`src/rtl/pc_redirect_unit_pkg.sv`:
```
// Shared decode constants and next-PC select encoding for the PC redirect unit.
package pc_pkg;

    localparam logic [5:0] FUNCT_JR       = 6'b001000;
    localparam int         RA_REG_DEFAULT = 31;

    typedef enum logic [1:0] {
        SEL_JR,
        SEL_JUMP,
        SEL_BRANCH,
        SEL_SEQ
    } next_sel_e;

endpackage

```
`src/rtl/pc_redirect_unit_ras_stack.sv`:
```
// Circular return-address stack: the oldest entry is overwritten when full, and an
// empty pop is ignored. A simultaneous push and pop replaces the top entry in place.
module ras_stack #(
    parameter int DEPTH = 4,
    parameter int WIDTH = 32
) (
    input  logic             clk,
    input  logic             rst_n,
    input  logic             push,
    input  logic             pop,
    input  logic [WIDTH-1:0] push_data,
    output logic [WIDTH-1:0] top,
    output logic             empty,
    output logic             full
);

    localparam int PTR_W = (DEPTH > 1) ? $clog2(DEPTH) : 1;
    localparam int CNT_W = $clog2(DEPTH + 1);

    logic [WIDTH-1:0] mem_q [DEPTH];
    logic [WIDTH-1:0] mem_d [DEPTH];
    logic [PTR_W-1:0] ptr_q, ptr_d;
    logic [CNT_W-1:0] cnt_q, cnt_d;
    logic [PTR_W-1:0] top_idx;
    logic             do_pop;

    // ptr_q names the next free slot; the top lives one below it (mod DEPTH).
    assign top_idx = ptr_q - PTR_W'(1);
    assign do_pop  = pop && !empty;

    always_comb begin
        mem_d = mem_q;
        ptr_d = ptr_q;
        cnt_d = cnt_q;
        if (push && do_pop) begin
            mem_d[top_idx] = push_data;
        end else if (push) begin
            mem_d[ptr_q] = push_data;
            ptr_d        = ptr_q + PTR_W'(1);
            if (cnt_q != CNT_W'(DEPTH)) begin
                cnt_d = cnt_q + CNT_W'(1);
            end
        end else if (do_pop) begin
            ptr_d = ptr_q - PTR_W'(1);
            cnt_d = cnt_q - CNT_W'(1);
        end
    end

    always_ff @(posedge clk) begin
        if (!rst_n) begin
            ptr_q <= '0;
            cnt_q <= '0;
        end else begin
            ptr_q <= ptr_d;
            cnt_q <= cnt_d;
        end
    end

    // Entry contents need no reset; validity is tracked by cnt_q alone.
    always_ff @(posedge clk) begin
        mem_q <= mem_d;
    end

    assign top   = mem_q[top_idx];
    assign empty = (cnt_q == '0);
    assign full  = (cnt_q == CNT_W'(DEPTH));

endmodule

```
`src/rtl/pc_redirect_unit.sv`:
```
// Next-PC unit: PC register, one-level redirect priority mux, return-address stack
// and a saturating counter of return mispredictions.
module pc_redirect_unit
    import pc_pkg::*;
#(
    parameter int               WIDTH     = 32,
    parameter int               RAS_DEPTH = 4,
    parameter logic [WIDTH-1:0] RESET_PC  = '0,
    parameter int               RA_REG    = RA_REG_DEFAULT,
    parameter int               CNT_W     = 16
) (
    input  logic             clk,
    input  logic             rst_n,
    input  logic             stall,
    input  logic             JR,
    input  logic [5:0]       Funct,
    input  logic [4:0]       Rs,
    input  logic [WIDTH-1:0] RD1,
    input  logic             JAL,
    input  logic             Jump,
    input  logic [WIDTH-1:0] JumpTarget,
    input  logic             BranchTaken,
    input  logic [WIDTH-1:0] BranchTarget,
    output logic [WIDTH-1:0] PC,
    output logic [WIDTH-1:0] PC_plus4,
    output logic [WIDTH-1:0] ras_top,
    output logic             ras_empty,
    output logic             ras_full,
    output logic [CNT_W-1:0] mispredict_cnt
);

    logic [WIDTH-1:0] pc_q, pc_d;
    logic [CNT_W-1:0] cnt_q, cnt_d;
    logic             jr_ev, ret_ev;
    logic             ras_push, ras_pop;
    logic [WIDTH-1:0] ras_top_raw;
    next_sel_e        sel;

    assign jr_ev    = JR && (Funct == FUNCT_JR);
    assign ret_ev   = jr_ev && (Rs == 5'(RA_REG));
    assign PC_plus4 = pc_q + WIDTH'(4);

    always_comb begin
        sel = SEL_SEQ;
        if (jr_ev)              sel = SEL_JR;
        else if (JAL || Jump)   sel = SEL_JUMP;
        else if (BranchTaken)   sel = SEL_BRANCH;
    end

    always_comb begin
        pc_d = pc_q;
        if (!stall) begin
            unique case (sel)
                SEL_JR:     pc_d = RD1;
                SEL_JUMP:   pc_d = JumpTarget;
                SEL_BRANCH: pc_d = BranchTarget;
                default:    pc_d = PC_plus4;
            endcase
        end
    end

    assign ras_push = JAL && !stall;
    assign ras_pop  = ret_ev && !stall;

    ras_stack #(
        .DEPTH (RAS_DEPTH),
        .WIDTH (WIDTH)
    ) u_ras (
        .clk       (clk),
        .rst_n     (rst_n),
        .push      (ras_push),
        .pop       (ras_pop),
        .push_data (PC_plus4),
        .top       (ras_top_raw),
        .empty     (ras_empty),
        .full      (ras_full)
    );

    // The stack is advisory: a wrong prediction is only counted, never acted on.
    always_comb begin
        cnt_d = cnt_q;
        if (ras_pop && !ras_empty && (ras_top_raw != RD1) && (cnt_q != '1)) begin
            cnt_d = cnt_q + CNT_W'(1);
        end
    end

    always_ff @(posedge clk) begin
        if (!rst_n) begin
            pc_q  <= RESET_PC;
            cnt_q <= '0;
        end else begin
            pc_q  <= pc_d;
            cnt_q <= cnt_d;
        end
    end

    assign PC             = pc_q;
    assign ras_top        = ras_empty ? RESET_PC : ras_top_raw;
    assign mispredict_cnt = cnt_q;

endmodule

```
`config.mk`:
```
export PLATFORM = sky130hd
export DESIGN_NAME = pc_redirect_unit
export DESIGN_NICKNAME = d
export VERILOG_FILES = /design/src/rtl/pc_redirect_unit_pkg.sv /design/src/rtl/pc_redirect_unit_ras_stack.sv /design/src/rtl/pc_redirect_unit.sv
export SDC_FILE = /design/constraint.sdc
export NUM_CORES = 1
export LEC_CHECK = 0
export CORE_AREA = 2 2 141 143
export CTS_CLUSTER_SIZE = 24
export DETAILED_ROUTE_END_ITERATION = 10
export DIE_AREA = 0 0 143 145
export PLACE_DENSITY = 0.84
export SLEW_MARGIN = 20
export SYNTH_ARGS = -nofsm -noshare
export SYNTH_HDL_FRONTEND = slang
export SYNTH_HIERARCHICAL = 1
export SYNTH_SLANG_ARGS = --single-unit
```
`constraint.sdc`:
```
create_clock -name clk -period 6.67 [get_ports clk]
set_clock_uncertainty 0.2 [all_clocks]
set_input_delay 1.334 -clock clk [delete_from_list [all_inputs] [get_ports clk]]
set_output_delay 1.334 -clock clk [all_outputs]
set_load 0.02 [all_outputs]
```
==> impl_results.md <==
- R2r setup slk: 1.98 ns
- Root buffer cell: clkbuf_16
- Post-Syn Nets: 1075
- Crit Path Class: reg -> out
- Htree depth: 4
- Area leader, netlist: edfxtp_1
- Final Critical Period: 5.25 ns
- Worst Hold Depth: 2
- Post-synth EDFFs: 128
- Die X: 143 um
- Multi-input logic area: 4910 sq um
- Layout Nets: 1272
- Die footprint: 20700 sq um
- Post-synth ARST share: 0%
- Avg Inst Size Synth: 10.8 sq um
- Gate count after technology mapping: 952
- First-pass GRT wire length: 50000 um
- Register area: 4910 sq um
- Setup bufs post-CTS: 0
- Rel. slew slack: 29.0%
- DRT Pass-1 Iters: 6
- Routed WL per cell: 23.6 um
- Ranking of synthesized cells by area: edfxtp_1 (38%), dfxtp_1 (10%), nor2b_1 (9.9%), mux4_2 (6.2%), xnor2_1 (5.0%)
- Worst-path fanout max: 8
- Placement Rows: 51
- Setup violators final: 0
- Max Slew Vio Count: 0
- CP startpoint: PC[2]
- Register area share after synthesis: 47.9%
- Clk slew on worst S/H paths: 0.07 ns
- VDD IR max: 0.187 mV
- Endpoints failing hold: 0
- YS warnings: 6
- Vias in the first global route: 8563
- CP required: 5.14 ns
- FF-to-FF End: mispredict_cnt[12]
- RR Startpoint: u_ras/ptr_q[0]
- Worst skew pair latency: 0.44 ns
- Vias per std cell: 6.18
- IO Port Bufs: 227
- Outcome: completed
- F_max: 190 MHz
- Pwr Density: 229 nW/um^2
- CP Data Arrival Time: 3.72 ns
- RSZ-0062 raised after global routing: no
- Final Wtd Congestion: 0.826
- Crit path capture type: output port
- Residual DRC count: 0
- Distinct cells, synth: 58
- IO Pins: 228
- Starting Density: 53.4%
- Initial DRC Count: 1003
- TritonCTS sink count: 181
- WHS Endpoint: mispredict_cnt[5]
- Netlist Area Pre-Place: 10200 sq um
- HP Start: mispredict_cnt[5]
- Share of cells above drive strength 1: 8.86%
- Type of origin of the critical path: flop
- Worst Reg2Reg Path Length in Cells: 11
- Cts bufs inserted: 17
- Period Utilization, post-route: 78.7%
- Most numerous cell in the Yosys netlist: nor2b_1
- Die height: 145 um
- Hold Worst Slack: 0.296 ns
- Leakage: 4.26 nW
- Filler cells: 1373
- Most frequent cells after synthesis: nor2b_1 (162), edfxtp_1 (128), nand2_1 (75)
- Core ar.: 19200 sq um
- Post-DP HPWL: 22800 um
- Worst hold path class: reg -> reg
- Clock Tree Buf Depth: 2
- Post-DRT Antenna Nets: 0
- Most common flop cell mapped by yosys: edfxtp_1
- Worst-Margin Slew: 1.06 ns
- Final wirelength: 33700 um
- Vias after detailed routing: 8818
- GR Util All Layers: 32.2%
- Cts repair resizes: 0
- Max Cap Violations: 0
- Yosys reg bits: 181
- N_diodes: 0
- Pin count of the biggest net entering global routing: 38
- CTS tree: built
- Hold Buf Count CTS: 0
- Grt ovf: 0
- Antenna violations before repair: 1
- Final setup TNS: 0 ns
- Area growth syn-to-layout: 29.5%
- Share of the synthesized area in the top cell type: 37.5%
[worst max-delay path, cell delays in order (launching register included)]
cell	delay, ns
dfxtp_1	0.55
ha_1	0.33
inv_1	0.13
nor3_4	0.56
and2_4	0.33
nand4_1	0.18
xnor2_1	0.49
clkdlybuf4s50_1	0.70
[cells by family after synthesis]
family                   Yosys count  synth area share, %
AND/OR/NAND/NOR                  436                 23.9
flip-flops                       181                 47.9
AO/OA/AOI/OAI                    125                 7.61
buffers and inverters             86                 4.46
XOR/XNOR                          63                 5.38
multiplexers                      52                 9.62
adder cells (fa/ha/maj)            9                 1.17
[layer usage]
layer | GRT usage, % | up-vias | part of all wire, %
met5 | 0 | - | 0
met4 | 13.0 | 0 | 3.5
met3 | 5.91 | 96 | 10
met2 | 50.8 | 639 | 47
met1 | 44.1 | 4248 | 39
li1 | - | 3835 | -
[per-stage QoR]
stage	power [mW]	cell area, sq um	setup WS (ns)	utilization, %	cells
6_report	3.04	13300	1.42	69.1	1427
5_1_grt	3.12	13300	1.34	69.1	1427
4_1_cts	3.03	13300	1.52	69.1	1427
3_5_place_dp	1.97	12600	1.60	65.8	1395
3_3_place_gp	1.96	12600	1.75	65.8	1395
2_1_floorplan	1.66	10200	1.89	-	952
[power by group]
part           internal (mW)  switching (mW)
clock                  0.629           0.445
combinational          0.312           0.376
sequential              1.24          0.0359
total                   2.18           0.857
[flip-flops by register name, indices dropped and copies added (netlist names)]
| name | flops |
|---|---|
| u_ras/mem_q | 128 |
| u_ras/ptr_q | 2 |
| mispredict_cnt | 16 |
| u_ras/cnt_q | 3 |
| PC | 32 |
[worst max-delay path by stage]
| stage | to | slack [ns] |
|---|---|---|
| 3_3_place_gp | u_ras/mem_q[1] | 1.75 |
| 5_1_grt | PC_plus4[29] | 1.34 |
| 2_1_floorplan | u_ras/mem_q[100] | 1.89 |
| 3_5_place_dp | u_ras/mem_q[1] | 1.60 |
| 6_report | PC_plus4[26] | 1.42 |
| 4_1_cts | PC_plus4[26] | 1.52 |
[cells in the final DEF, fill, tap and decap left out, types with 5 or more instances in the layout]
master,Yosys,final
o211ai_1,7,7
nand4_1,27,27
ha_1,8,8
o21ai_0,23,23
nor2_2,0,5
dfxtp_1,53,52
buf_4,4,21
inv_1,16,16
mux4_2,28,28
and2_1,6,6
a21oi_1,41,41
nor3_1,14,12
nand2b_1,12,12
nor2_1,40,35
nor2b_1,162,162
and3_1,13,13
o22ai_1,8,8
nand2_1,75,75
a221oi_1,9,9
edfxtp_1,128,128
clkbuf_16,0,18
clkdlybuf4s50_1,0,226
xnor2_1,59,59
nand3_1,53,53
and4_1,6,6
mux2i_1,16,16
a31oi_1,14,14
[final cells by class]
class / instances / area share [%]
Clock buffer: 20 / 3.53
Clock inverter: 12 / 1.26
Inverter: 16 / 0.453
Multi-Input combinational cell: 685 / 37.0
Sequential cell: 181 / 37.0
Tap cell: 265 / 2.50
Timing Repair Buffer: 248 / 18.3
No activity file was read; power rests on OpenSTA's default activity.
==> RTL change 1 (same settings) <==
Register the input `JumpTarget` before use, without a reset. The logic sees it one clock later. The other inputs are not delayed to match.
--- a/src/rtl/pc_redirect_unit.sv
+++ b/src/rtl/pc_redirect_unit.sv
@@ -30,4 +30,10 @@
 );
 
+    logic [WIDTH-1:0] JumpTarget_q;
+
+    always_ff @(posedge clk) begin
+        JumpTarget_q <= JumpTarget;
+    end
+
     logic [WIDTH-1:0] pc_q, pc_d;
     logic [CNT_W-1:0] cnt_q, cnt_d;
@@ -53,5 +59,5 @@
             unique case (sel)
                 SEL_JR:     pc_d = RD1;
-                SEL_JUMP:   pc_d = JumpTarget;
+                SEL_JUMP:   pc_d = JumpTarget_q;
                 SEL_BRANCH: pc_d = BranchTarget;
                 default:    pc_d = PC_plus4;
Function: changed (a bounded check fails within 4 cycles, from zero or initial values and one cycle with rst_n low).
==> RTL change 1 against the unedited design <==
Cell area increased by 5.9%; total power rose by 11%; routed wire length down 0.83%; worst setup slack got worse by 220 ps; sequential cell count up 32; count of clock-buffer cells in the layout is 11 higher; hold slack lost 12 ps; area after synthesis up 7.0%; critical endpoint is now PC_plus4[30]; largest cell class is now sequential cells.
==> RTL change 1: results (changes against the unedited design) <==
- Outcome: complete, no violations (unchanged)
- Adder-cell share of the synthesized area: 1.10% (was 1.17%)
- Ranking of synthesized cells by area: edfxtp_1, dfxtp_1, nor2b_1, mux4_2, xnor2_1 (unchanged)
- Crit path arrival time: 3940 ps (was 3720 ps)
- LEAKAGE: 4.59 nW (was 4.26 nW)
- Largest net degree at the start of global routing: 55 (was 38)
- NetSw: 0.930 mW (was 0.857 mW)
- Post-CTS Resized: 0 (unchanged)
- Placed Area: 0.0134 sq mm (was 0.0126 sq mm)
- Dpl ws: 1410 ps (was 1600 ps)
- Antenna violations before repair: 0 (was 1)
- Gp weighted congestion: 0.909 (was 0.826)
- Sequential Power Share: 43.9% (was 42.0%)
- Final std cells w/o fill: 1,470 (was 1,427)
- Slew Viols, Final: 0 (unchanged)
- Synth Instances: 993 (was 952)
- Slew headroom: 29.8% (was 29.0%)
- Fraction of synthesized area in multiplexers: 8.45% (was 9.62%)
- Synth Area in XOR/XNOR: 5.27% (was 5.38%)
- Setup Buffers After CTS: 0 (unchanged)
- Crit-path max FO: 7 (was 8)
- Post-synth cell types: 68 (was 58)
- Filler cells: 1,362 (was 1,373)
- Most frequent cells after synthesis: nor2b_1, edfxtp_1, dfxtp_1 (was nor2b_1, edfxtp_1, nand2_1)
- Clk power: 1.20 mW (was 1.07 mW)
- VDD IR max: 0.000212 V (was 0.000187 V)
- HPWL after DPL: 23,100 microns (was 22,800 microns)
- Clk buf depth: 3 (was 2)
- Nets: 1,317 (was 1,272)
- CTS Root Cell: clkbuf_16 (unchanged)
- Worst-path clk slew: approximately 60 ps
- Most flop-heavy register: u_ras/mem_q (unchanged)
- Final WL: 33,400 microns (was 33,700 microns)
- Initial drt markers: 1,083 (was 1,003)
- Dpl cells: 1,434 (was 1,395)
- Share of post-route cells with drive strength above 1: 8.46% (was 8.86%)
- CP max stage delay: 720 ps (was 700 ps)
- Worst-Skew Late Latency: 530 ps (was 440 ps)
- Largest Pwr Group: registers (unchanged)
- Number of global-route vias before repair: 8,615 (was 8,563)
- Overall power: 3.37 mW (was 3.04 mW)
- Vias/cell: 6.06 (was 6.18)
- All-Layer GR Usage: 32.1% (was 32.2%)
- Global-route wire length before repair: 50,600 microns (was 50,000 microns)
- Compound-cell area share of the yosys netlist: 9.01% (was 7.61%)
- H-tree depth: 1 (was 4)
- FFs w/ async S/R, synth: 0% (unchanged)
- Reg2Reg Depth: 10 (was 11)
- Syn Nets: 1,116 (was 1,075)
- Total CTS buffers: 23 (was 17)
- Post-synthesis sequential area ratio: 50.6% (was 47.9%)
==> RTL change 1: cell families after synthesis <==
group                    after synthesis
adder cells (fa/ha/maj)                9
buffers and inverters                 82
multiplexers                          46
AND/OR/NAND/NOR                      428
XOR/XNOR                              66
flip-flops                           213
AO/OA/AOI/OAI                        149
==> RTL change 1: worst paths after layout <==
path                                         from                               to  slack (ps)
setup / recovery               PC[2]$_SDFFE_PN0N_                     PC_plus4[30]        1200
hold reg to reg   mispredict_cnt[11]$_SDFFE_PN0P_  mispredict_cnt[11]$_SDFFE_PN0P_         280
setup reg to reg      u_ras/ptr_q[1]$_SDFFE_PN0P_   mispredict_cnt[4]$_SDFFE_PN0P_        2040
hold / removal    mispredict_cnt[11]$_SDFFE_PN0P_  mispredict_cnt[11]$_SDFFE_PN0P_         280
==> RTL change 1: final cells by class <==
type / count / area, sq um / area share, %
Clock buffer: 31 / 616 / 4.38
Inverter: 12 / 45.0 / 0.321
Clock inverter: 5 / 61.3 / 0.436
Tap cell: 265 / 332 / 2.36
Multi-Input combinational cell: 698 / 5040 / 35.9
Timing Repair Buffer: 246 / 2410 / 17.2
Sequential cell: 213 / 5550 / 39.5
==> RTL change 1: worst max-delay path, delay by kind of cell (launching register included) <==
| kind | cells | cell delay (ps) |
|---|---|---|
| DFF | 1 | 510 |
| xor gates and xnor gates | 1 | 450 |
| and+or+nand+nor | 4 | 1440 |
| adders and majority gates | 1 | 300 |
| buffers and inverters | 1 | 720 |
==> RTL change 1: layer usage <==
metal | up-vias | GRT usage (%) | routed length (microns)
li1 | 3975 | - | -
met4 | 0 | 13.5 | 1460
met1 | 4272 | 43.0 | 12700
met2 | 559 | 52.1 | 16200
met3 | 100 | 4.69 | 3100
met5 | - | 0 | 0
==> RTL change 2 (same settings) <==
Without the edit above. Set the parameter `CNT_W` to 32 (it was 16).
--- a/src/rtl/pc_redirect_unit.sv
+++ b/src/rtl/pc_redirect_unit.sv
@@ -8,5 +8,5 @@
     parameter logic [WIDTH-1:0] RESET_PC  = '0,
     parameter int               RA_REG    = RA_REG_DEFAULT,
-    parameter int               CNT_W     = 16
+    parameter int               CNT_W     = 32
 ) (
     input  logic             clk,
Interface: changed (resized mispredict_cnt); port bits go from 228 to 244. No check against the original RTL was run, so the function may have changed too.
==> RTL change 2 against the unedited design <==
Critical path type unchanged; sequential cell count grew 16; worst setup slack worse by 67 ps; cell area is 6.7% higher; sequential power rose by 8%; routed wire length grew 3.0%; critical endpoint is now PC_plus4[31]; sequential share of layout area fell by 0.064 points; area after synthesis grew 6.5%; total power increased by 2.7%; largest cell class unchanged.
==> RTL change 2: results (changes against the unedited design) <==
- Wire per inst: 22.5 microns (was 23.6 microns)
- Fraction of area in multi-input gates: 37.3% (was 37.0%)
- CP max stage delay: 730 ps (was 700 ps)
- Non-clk buf share: 18.7% (was 18.3%)
- Overall power: 3.12 mW (was 3.04 mW)
- Largest net degree at the start of global routing: 43 (was 38)
- Gp weighted congestion: 0.823 (was 0.826)
- Final hold slack: 310 ps (was 296 ps)
- Syn Nets: 1,171 (was 1,075)
- Compound-cell area share of the yosys netlist: 8.39% (was 7.61%)
- Reg-to-reg startpoint: u_ras/ptr_q[1]$_SDFFE_PN0P_ (was u_ras/ptr_q[0]$_SDFFE_PN0P_)
- Adder-cell share of the synthesized area: 1.10% (was 1.17%)
- Ranking of synthesized cells by area: edfxtp_1, dfxtp_1, nor2b_1, mux4_2, xnor2_1 (unchanged)
- First-pass DRT Iterations: 5 (was 6)
- Outcome: complete, no violations (unchanged)
- Maximum clock rate: 188 MHz (was 190 MHz)
- Comb. pwr: 0.703 mW (was 0.689 mW)
- Global-route wire length before repair: 52,000 microns (was 50,000 microns)
- PortBufs: 243 (was 227)
- Post-synthesis sequential area ratio: 47.9% (about the same)
- VDD IR max: 0.000183 V (was 0.000187 V)
- Reg2reg setup slack: 1820 ps (was 1980 ps)
- Most frequent cells after synthesis: nor2b_1, edfxtp_1, nand2_1 (unchanged)
- Clkbuf count: 27 (was 20)
- Post-synth cell types: 57 (was 58)
- Nets: 1,383 (was 1,272)
- Antenna violations before repair: 2 (was 1)
- Initial drt markers: 1,030 (was 1,003)
[RTL change 2: cell count changes in the layout (fill, tap and decap cells not counted), moves of 15 or more]
cell             unedited run  this run
a21oi_1                    41        56
o21ai_0                    23        40
clkdlybuf4s50_1           226       243
xor2_1                      4        26
dfxtp_1                    52        68
nor2_1                     35        55
[RTL change 2: kinds of logic (layout without fill, tap and decap cells)]
group	after synthesis	after routing
AND/OR/NAND/NOR	480	480
flip-flops	197	197
AO/OA/AOI/OAI	151	151
buffers and inverters	89	314
XOR/XNOR	78	78
multiplexers	44	44
adder cells (fa/ha/maj)	9	9
other	0	2
[RTL change 2: metrics by stage]
stage | area, sq um | std cells
after floorplan | 10900 | 1048
after global placement | 13500 | 1506
after detailed placement | 13500 | 1506
after CTS | 14200 | 1538
after global routing | 14200 | 1539
final | 14200 | 1540
[RTL change 2: routing by layer]
metal	vias to the layer above	track usage, %	share of wire [%]
met2	681	53.4	48
met5	-	0	0
met3	86	6.07	11
li1	4191	-	-
met4	0	15.1	3.8
met1	4529	44.2	38
